--- config.mk ---
export PLATFORM = sky130hd
export DESIGN_NAME = controlador_exploracao_flat
export DESIGN_NICKNAME = d
export VERILOG_FILES = /design/src/rtl/controlador_exploracao_if.sv /design/src/rtl/controlador_exploracao.sv /design/src/flat_wrapper.sv
export SDC_FILE = /design/constraint.sdc
export NUM_CORES = 1
export LEC_CHECK = 0
export CAP_MARGIN = 40
export CORE_UTILIZATION = 47
export DETAILED_ROUTE_END_ITERATION = 6
export PLACE_DENSITY = 0.83
export SLEW_MARGIN = 20
export SYNTH_ARGS = -nofsm -noshare
export SYNTH_HDL_FRONTEND = slang
export SYNTH_SLANG_ARGS = --single-unit
--- constraint.sdc ---
create_clock -name clock -period 3.6 [get_ports clock]
set_input_delay 0.72 -clock clock [delete_from_list [all_inputs] [get_ports clock]]
set_output_delay 0.72 -clock clock [all_outputs]
set_load 0.03 [all_outputs]
--- src/rtl/controlador_exploracao_if.sv ---
// Bundle between the exploration sequencer, navigation and the frontier-search datapath.
// The master side is the sequencer; the slave side is navigation plus datapath.
interface controlador_exploracao_if #(
    parameter int tamanhoDistancia = 8
);
    logic                        pedido;
    logic [tamanhoDistancia-1:0] posX;
    logic [tamanhoDistancia-1:0] posY;
    logic                        busca_finalizada;
    logic [tamanhoDistancia-1:0] buscaX;
    logic [tamanhoDistancia-1:0] buscaY;
    logic                        reset_busca;
    logic                        novo_dado;
    logic [3:0]                  enable_quadrantes;
    logic [tamanhoDistancia-1:0] posBuscaX;
    logic [tamanhoDistancia-1:0] posBuscaY;
    logic                        destino_valido;
    logic                        destino_pronto;
    logic [tamanhoDistancia-1:0] destinoX;
    logic [tamanhoDistancia-1:0] destinoY;
    logic                        sem_fronteira;
    logic                        erro_timeout;
    logic                        ocupado;
    logic [15:0]                 contador_buscas;

    modport master (
        input  pedido, posX, posY, busca_finalizada, buscaX, buscaY, destino_pronto,
        output reset_busca, novo_dado, enable_quadrantes, posBuscaX, posBuscaY,
               destino_valido, destinoX, destinoY, sem_fronteira, erro_timeout,
               ocupado, contador_buscas
    );

    modport slave (
        output pedido, posX, posY, busca_finalizada, buscaX, buscaY, destino_pronto,
        input  reset_busca, novo_dado, enable_quadrantes, posBuscaX, posBuscaY,
               destino_valido, destinoX, destinoY, sem_fronteira, erro_timeout,
               ocupado, contador_buscas
    );
endinterface

--- src/rtl/controlador_exploracao.sv ---
// Sequencer for the quadrant frontier search: primary mask first, secondary mask on an empty
// result, then delivers a destination over valid/ready or reports no-frontier / timeout.
module controlador_exploracao #(
    parameter int         tamanhoDistancia   = 8,
    parameter int         TIMEOUT_CICLOS     = 4096,
    parameter logic [3:0] MASCARA_PRIMARIA   = 4'b1100,
    parameter logic [3:0] MASCARA_SECUNDARIA = 4'b0011
) (
    input logic                     clock,
    input logic                     reset,
    controlador_exploracao_if.master bus
);
    localparam int larguraTimeout = (TIMEOUT_CICLOS > 2) ? $clog2(TIMEOUT_CICLOS) : 1;
    localparam logic [larguraTimeout-1:0] limiteTimeout = larguraTimeout'(TIMEOUT_CICLOS - 1);

    typedef enum logic [2:0] {
        OCIOSO,
        LIMPAR,
        DISPARAR,
        AGUARDAR,
        AVALIAR,
        ENTREGAR,
        FIM
    } tipoEstado;

    tipoEstado                 estado;
    logic                      tentativa;
    logic [larguraTimeout-1:0] contadorTimeout;

    // An empty search leaves the datapath's answer sitting on the robot pose.
    logic semCandidato;
    assign semCandidato = (bus.buscaX == bus.posBuscaX) && (bus.buscaY == bus.posBuscaY);

    // NOTE: every register here, outputs included, is state and is written with <= only.
    always_ff @(posedge clock or posedge reset) begin
        if (reset) begin
            estado                <= OCIOSO;
            tentativa             <= 1'b0;
            contadorTimeout       <= '0;
            bus.reset_busca       <= 1'b0;
            bus.novo_dado         <= 1'b0;
            bus.enable_quadrantes <= 4'b0000;
            bus.posBuscaX         <= '0;
            bus.posBuscaY         <= '0;
            bus.destino_valido    <= 1'b0;
            bus.destinoX          <= '0;
            bus.destinoY          <= '0;
            bus.sem_fronteira     <= 1'b0;
            bus.erro_timeout      <= 1'b0;
            bus.ocupado           <= 1'b0;
            bus.contador_buscas   <= 16'h0000;
        end else begin
            // NOTE: pulse outputs default low so each state only raises what it owns.
            bus.reset_busca   <= 1'b0;
            bus.novo_dado     <= 1'b0;
            bus.sem_fronteira <= 1'b0;
            bus.erro_timeout  <= 1'b0;

            unique case (estado)
                OCIOSO: begin
                    if (bus.pedido) begin
                        bus.posBuscaX         <= bus.posX;
                        bus.posBuscaY         <= bus.posY;
                        bus.enable_quadrantes <= MASCARA_PRIMARIA;
                        tentativa             <= 1'b0;
                        bus.reset_busca       <= 1'b1;
                        bus.ocupado           <= 1'b1;
                        estado                <= LIMPAR;
                    end
                end
                LIMPAR: begin
                    contadorTimeout <= '0;
                    bus.novo_dado   <= 1'b1;
                    if (bus.contador_buscas != 16'hFFFF) begin
                        bus.contador_buscas <= bus.contador_buscas + 16'd1;
                    end
                    estado <= DISPARAR;
                end
                DISPARAR: begin
                    estado <= AGUARDAR;
                end
                AGUARDAR: begin
                    // Completion is checked first so it wins over a timeout in the same cycle.
                    if (bus.busca_finalizada) begin
                        estado <= AVALIAR;
                    end else if (contadorTimeout == limiteTimeout) begin
                        bus.erro_timeout      <= 1'b1;
                        bus.enable_quadrantes <= 4'b0000;
                        estado                <= FIM;
                    end else begin
                        contadorTimeout <= contadorTimeout + 1'b1;
                    end
                end
                AVALIAR: begin
                    if (!semCandidato) begin
                        bus.destinoX          <= bus.buscaX;
                        bus.destinoY          <= bus.buscaY;
                        bus.destino_valido    <= 1'b1;
                        bus.enable_quadrantes <= 4'b0000;
                        estado                <= ENTREGAR;
                    end else if (!tentativa) begin
                        tentativa             <= 1'b1;
                        bus.enable_quadrantes <= MASCARA_SECUNDARIA;
                        bus.reset_busca       <= 1'b1;
                        estado                <= LIMPAR;
                    end else begin
                        bus.sem_fronteira     <= 1'b1;
                        bus.enable_quadrantes <= 4'b0000;
                        estado                <= FIM;
                    end
                end
                ENTREGAR: begin
                    if (bus.destino_pronto) begin
                        bus.destino_valido <= 1'b0;
                        bus.ocupado        <= 1'b0;
                        estado             <= OCIOSO;
                    end
                end
                FIM: begin
                    bus.ocupado <= 1'b0;
                    estado      <= OCIOSO;
                end
                default: begin
                    estado <= OCIOSO;
                end
            endcase
        end
    end
endmodule

--- src/flat_wrapper.sv ---
// flat-port wrapper written by rule: the top's interface ports become plain ports
module controlador_exploracao_flat 
#(
    parameter int         tamanhoDistancia   = 8,
    parameter int         TIMEOUT_CICLOS     = 4096,
    parameter logic [3:0] MASCARA_PRIMARIA   = 4'b1100,
    parameter logic [3:0] MASCARA_SECUNDARIA = 4'b0011
)
  (clock, reset, bus_pedido, bus_posX, bus_posY, bus_busca_finalizada, bus_buscaX, bus_buscaY, bus_destino_pronto, bus_reset_busca, bus_novo_dado, bus_enable_quadrantes, bus_posBuscaX, bus_posBuscaY, bus_destino_valido, bus_destinoX, bus_destinoY, bus_sem_fronteira, bus_erro_timeout, bus_ocupado, bus_contador_buscas);
  controlador_exploracao_if #(.tamanhoDistancia(tamanhoDistancia)) bus_i ();
  input logic clock;
  input logic reset;
  input wire logic [$bits(bus_i.pedido)-1:0] bus_pedido;
  input wire logic [$bits(bus_i.posX)-1:0] bus_posX;
  input wire logic [$bits(bus_i.posY)-1:0] bus_posY;
  input wire logic [$bits(bus_i.busca_finalizada)-1:0] bus_busca_finalizada;
  input wire logic [$bits(bus_i.buscaX)-1:0] bus_buscaX;
  input wire logic [$bits(bus_i.buscaY)-1:0] bus_buscaY;
  input wire logic [$bits(bus_i.destino_pronto)-1:0] bus_destino_pronto;
  output wire logic [$bits(bus_i.reset_busca)-1:0] bus_reset_busca;
  output wire logic [$bits(bus_i.novo_dado)-1:0] bus_novo_dado;
  output wire logic [$bits(bus_i.enable_quadrantes)-1:0] bus_enable_quadrantes;
  output wire logic [$bits(bus_i.posBuscaX)-1:0] bus_posBuscaX;
  output wire logic [$bits(bus_i.posBuscaY)-1:0] bus_posBuscaY;
  output wire logic [$bits(bus_i.destino_valido)-1:0] bus_destino_valido;
  output wire logic [$bits(bus_i.destinoX)-1:0] bus_destinoX;
  output wire logic [$bits(bus_i.destinoY)-1:0] bus_destinoY;
  output wire logic [$bits(bus_i.sem_fronteira)-1:0] bus_sem_fronteira;
  output wire logic [$bits(bus_i.erro_timeout)-1:0] bus_erro_timeout;
  output wire logic [$bits(bus_i.ocupado)-1:0] bus_ocupado;
  output wire logic [$bits(bus_i.contador_buscas)-1:0] bus_contador_buscas;
  assign bus_i.pedido = bus_pedido;
  assign bus_i.posX = bus_posX;
  assign bus_i.posY = bus_posY;
  assign bus_i.busca_finalizada = bus_busca_finalizada;
  assign bus_i.buscaX = bus_buscaX;
  assign bus_i.buscaY = bus_buscaY;
  assign bus_i.destino_pronto = bus_destino_pronto;
  assign bus_reset_busca = bus_i.reset_busca;
  assign bus_novo_dado = bus_i.novo_dado;
  assign bus_enable_quadrantes = bus_i.enable_quadrantes;
  assign bus_posBuscaX = bus_i.posBuscaX;
  assign bus_posBuscaY = bus_i.posBuscaY;
  assign bus_destino_valido = bus_i.destino_valido;
  assign bus_destinoX = bus_i.destinoX;
  assign bus_destinoY = bus_i.destinoY;
  assign bus_sem_fronteira = bus_i.sem_fronteira;
  assign bus_erro_timeout = bus_i.erro_timeout;
  assign bus_ocupado = bus_i.ocupado;
  assign bus_contador_buscas = bus_i.contador_buscas;
  controlador_exploracao #(.tamanhoDistancia(tamanhoDistancia), .TIMEOUT_CICLOS(TIMEOUT_CICLOS), .MASCARA_PRIMARIA(MASCARA_PRIMARIA), .MASCARA_SECUNDARIA(MASCARA_SECUNDARIA)) u_core (.clock(clock), .reset(reset), .bus(bus_i));
endmodule
# == After elaboration in Yosys (flattened, before gate mapping) ==
# Index checks and enable logic that the tools add are counted.
# op_classes
addsub,2
eq_ne,18
n_mux,35
bitwise_logic,1
reduce_logical,16
# ops
op,count
12-bit 2-to-1 mux,2
12-bit one-hot mux with 2 select lines,1
3-bit 2-to-1 mux,6
3-bit one-hot mux with 6 select lines,1
16-bit by 1-bit adder with 16-bit output (second input constant),1
8-bit == test,2
4-bit 2-to-1 mux,4
16-bit inequality test (second input constant),1
1-bit 2-to-1 mux,15
3-bit AND reduction,5
12-bit by 1-bit adder with 12-bit output (second input constant),1
12-bit == test (second input constant),1
4-bit one-hot mux with 3 select lines,1
2-bit inequality test (second input constant),5
3-bit == test (second input constant),3
3-bit by 2-bit == test with 1-bit output (second input constant),2
1-bit one-hot mux with 2 select lines,3
2-bit AND reduction,3
2-bit nonzero test,3
3-bit nonzero test,2
2-bit by 1-bit inequality test with 1-bit output (second input constant),2
4-bit AND reduction,1
3-bit by 1-bit == test with 1-bit output (second input constant),1
3-bit logical NOT,1
other kinds (5),5
# word_totals
regBits,74
in_bits,37
output_inout_bits,58

# == Longest topological paths before layout ==
# depth
depth_word,4
depth_mapped,8

# == Least setup slack after synthesis ==
# OpenSTA, ideal clock, no wires.
# synth_path
kind,input -> register
start,in bus_buscaY[2]
end,reg u_core.bus.destinoX[0] in the netlist's numbering
arrival_time_ns,1.967
required_ns,3.472
slack_ns,1.505
path_stages,6
n_path_buf,1
cell_sequence,xor2_1 > nor4_1 > nand4_1 > nand3_2 > buf_6 > mux2_1
# synth_via
elab_chain_len,4
# synth_rtl
element,line,source
from (decl),flat_wrapper.sv:18,input wire logic [$bits(bus_i.buscaY)-1:0] bus_buscaY;
8-bit == test,controlador_exploracao.sv:32,assign semCandidato = (bus.buscaX == bus.posBuscaX) && (bus.buscaY == bus.posBuscaY);
1-bit logical AND,controlador_exploracao.sv:32,
1-bit inverter (no source line),n/a,
2-bit AND reduction (no source line),n/a,
to (signal assigned),controlador_exploracao.sv:96,bus.destinoX <= bus.buscaX;
to (decl),controlador_exploracao_if.sv:29,"destino_valido, destinoX, destinoY, sem_fronteira, erro_timeout,"
# Every way passes these cells.
# A chain may end at the register's enable or synchronous reset.

# == Worst setup path in the final report ==
# layout_path
start,in bus_buscaX[0]
end,reg u_core.bus.destinoY[7] in the netlist's numbering
# layout_via
elab_chain_len,4
# layout_rtl
element,line,source
from (decl),flat_wrapper.sv:17,input wire logic [$bits(bus_i.buscaX)-1:0] bus_buscaX;
8-bit == test,controlador_exploracao.sv:32,
1-bit logical AND,controlador_exploracao.sv:32,
1-bit inverter (no source line),n/a,
2-bit AND reduction (no source line),n/a,
to (signal assigned),controlador_exploracao.sv:97,bus.destinoY <= bus.buscaY;
to (decl),controlador_exploracao_if.sv:29,
# Every way passes these cells.

==> impl_metrics.toml <==
[flow_run]
cap_violations = 0

[critical_path]
critPathTopFamily = "simple AND/OR/NAND/NOR gates"
worstPathArrival_ns = 2.85
worstPathRequired_ns = 3.83
cp_num_buf_inv = 1
cp-start-kind = "input port"
crit_path_end_kind = "flip-flop"
r2r_start = "u_core.bus.posBuscaY[0]$_DFFE_PP0P_"
critPathKind = "input port to flip-flop"
setup.worst_path.start = "bus_buscaX[0]"
crit_chain = "clkdlybuf4s50_1, xor2_1, nor4_1, nand4_1, nand3_2, mux2_2"
cpPeakStageDelay_ns = 0.44
crit_slowest_cell = "clkdlybuf4s50_1"
critPathMaxFanout = 17

[routing]
wire_per_inst_um = 16.1
ant_nets = 0
drc = 0
dr.pass1.iters = 4
wl_mm = 7.26
vias_per_cell = 5.43
first_iter_violations = 99
via_count = 2451

[logic_synthesis]
ys_types = 43
synth_fp_nets = 308
yosys_warnings = 0
synthArstFlopShare_pct = 100
syn_area_um2 = 3280
ys.flop_type = "dfrtp_1"
synth-seq-cells = 72
synthCells = 269
seq_area_frac_synth_pct = 54.9
synth_enable_flop_cells = 0
syn_avg_cell_area_um2 = 12.2

[global_routing]
antenna_found_initial = 0
grt_pass1_wl_mm = 11.7
grt_usage_pct = 20.8
overflow = 0
grt_pass1_vias = 2408
grt_max_degree = 44

[timing]
drv_slew = 0
final-setup-viol-count = 0
period_minus_slack_ns = 2.62
finalCritPeriodShare_pct = 72.7
relSlewSlack_pct = 57.0
fmax_mhz = 382
tns_ns = 0
clock_skew_ns = 0.0119
hold_violations = 0
rsz0062_at_grt = "false"
worst_pin_slew_ns = 0.644

[clocking]
cts_resized = 0
cts_setup_buffers = 0
clk_latency_ns = 0.35
numCtsBuffers = 9
root_buffer = "clkbuf_8"
cts_max_level = 3
path_clk_slew_ns = 0.08
cts_max_path_buffers = 2
holdBufCountCts = 0
cts_tree = "yes"
clock_sinks = 72

[layout]
nets = 405
drive_above_1_share_pct = 13.7
syn_to_final_growth_pct = 36.5
stdcell_count = 451
num-fill-cells = 522
layout_common_cells = "clkdlybuf4s50_1 (94), dfrtp_1 (72), xor2_1 (25)"
final_common_cell = "clkdlybuf4s50_1"
diodes = 0

[floorplanning]
die-area_um2 = 7320
core_area_um2 = 6760
initial_core_util_pct = 48.6
pin_count = 95
die_y_um = 85.5
die_w_um = 85.5
rows = 30

[power]
powerDensity_nw_per_um2 = 797
p_leak_nw = 1.92
vdd_ir_drop_max_v = 0.000429

[place]
gp_congestion = 0.883
dp.cells = 435
post-dp-hpwl_mm = 5.28
port_buffers = 94

[hold_path]
hold_path.class = "flip-flop to flip-flop"
min-delay-start = "u_core.bus.ocupado$_DFFE_PP0P_"

[run_status]
status = "completed"
through the flow:
step	setup slack [ns]	total power [mW]	hold WS, ns	utilization [%]	cell area [um2]
floorplan	1.06	2.30	0.469	-	3280
global placement	0.673	2.91	0.470	63.3	4280
detailed placement	0.638	2.96	0.478	63.3	4280
CTS	1.00	3.60	0.496	66.3	4480
global route	0.862	3.76	0.505	66.3	4480
finish	0.984	3.57	0.491	66.3	4480
worst register-to-register path, stage by stage, from the launching register on:
cell and delay (ns):
dfrtp_1 0.42, xor2_1 0.15, nor4_1 0.39, nand4_1 0.29, nand3_2 0.43, mux2_2 0.39
area by class of cell:
type / count / area, um2 / share of cell area [%]
multi-input cells: 182 / 1390 / 31.0
well taps: 80 / 100 / 2.24
inverters: 4 / 15.0 / 0.335
clock inverters: 5 / 56.3 / 1.26
repair buffers: 97 / 976 / 21.8
clock buffers: 11 / 141 / 3.16
flip-flops and latches: 72 / 1800 / 40.2
worst paths after layout:
| path | endpoint | slack, ns | cells past startpoint |
|---|---|---|---|
| worst max-delay path | u_core.bus.destinoY[7]$_DFFE_PP0P_ | 0.98 | 6 |
| min in group asynchronous | u_core.bus.contador_buscas[14]$_DFFE_PP0P_ | 0.78 | 2 |
| max in group asynchronous | u_core.bus.posBuscaY[1]$_DFFE_PP0P_ | 2.17 | 3 |
| worst min-delay path | u_core.bus.ocupado$_DFFE_PP0P_ | 0.49 | 1 |
| worst max register to register | u_core.bus.destinoY[7]$_DFFE_PP0P_ | 1.40 | 5 |
| worst min register to register | u_core.bus.ocupado$_DFFE_PP0P_ | 0.49 | 1 |
synthesized netlist by cell type (2+ instances only):
cell,instances,share of area [%]
dfrtp_1,72,55
xor2_1,25,6.7
mux2_2,23,7.9
nor2_1,16,1.8
nand2_1,15,1.7
nand4_1,14,2.7
xnor2_1,12,3.2
mux2_1,9,3.1
nand3_1,9,1.4
o21ai_0,8,1.2
and3_1,6,1.1
nor4_1,5,0.95
nand3b_1,4,0.92
and4_1,3,0.80
buf_4,3,0.69
buf_6,3,1.0
clkbuf_1,3,0.34
inv_1,3,0.34
mux2i_1,3,0.92
a21o_1,2,0.46
a31oi_1,2,0.38
buf_2,2,0.31
ha_1,2,0.76
nand2b_1,2,0.38
nor2_2,2,0.38
nor3_1,2,0.31
o211ai_1,2,0.46
or2_1,2,0.38
routing by layer:
layer	global-route usage, %	vias to the layer above	wire [um]
li1	-	1147	-
met1	27.3	1197	3230
met2	34.0	95	3480
met3	4.43	12	424
met4	7.88	0	129
met5	0	-	0
cells by family after synthesis:
logic type | Yosys count | share of synthesized area [%]
AND/OR/NAND/NOR | 85 | 14.3
adder cells (fa/ha/maj) | 2 | 0.763
AO/OA/AOI/OAI | 22 | 4.92
multiplexers | 36 | 12.4
buffers and inverters | 15 | 2.82
flip-flops | 72 | 54.9
XOR/XNOR | 37 | 9.88
sequential cells by signal, indices dropped and copies added, names as in the netlist, 2 cells and up:
signal and count:
u_core.bus.posBuscaY 8, u_core.bus.enable_quadrantes 2, u_core.estado 3, u_core.bus.destinoY 8, u_core.bus.posBuscaX 8, u_core.bus.contador_buscas 16
u_core.contadorTimeout 12, u_core.bus.destinoX 8
report_power, final:
part	switching [mW]	internal, mW
Combinational	0.872	0.741
Clock	0.300	0.338
Sequential	0.243	1.07
Note: power is estimated with default switching activity, not from simulation.
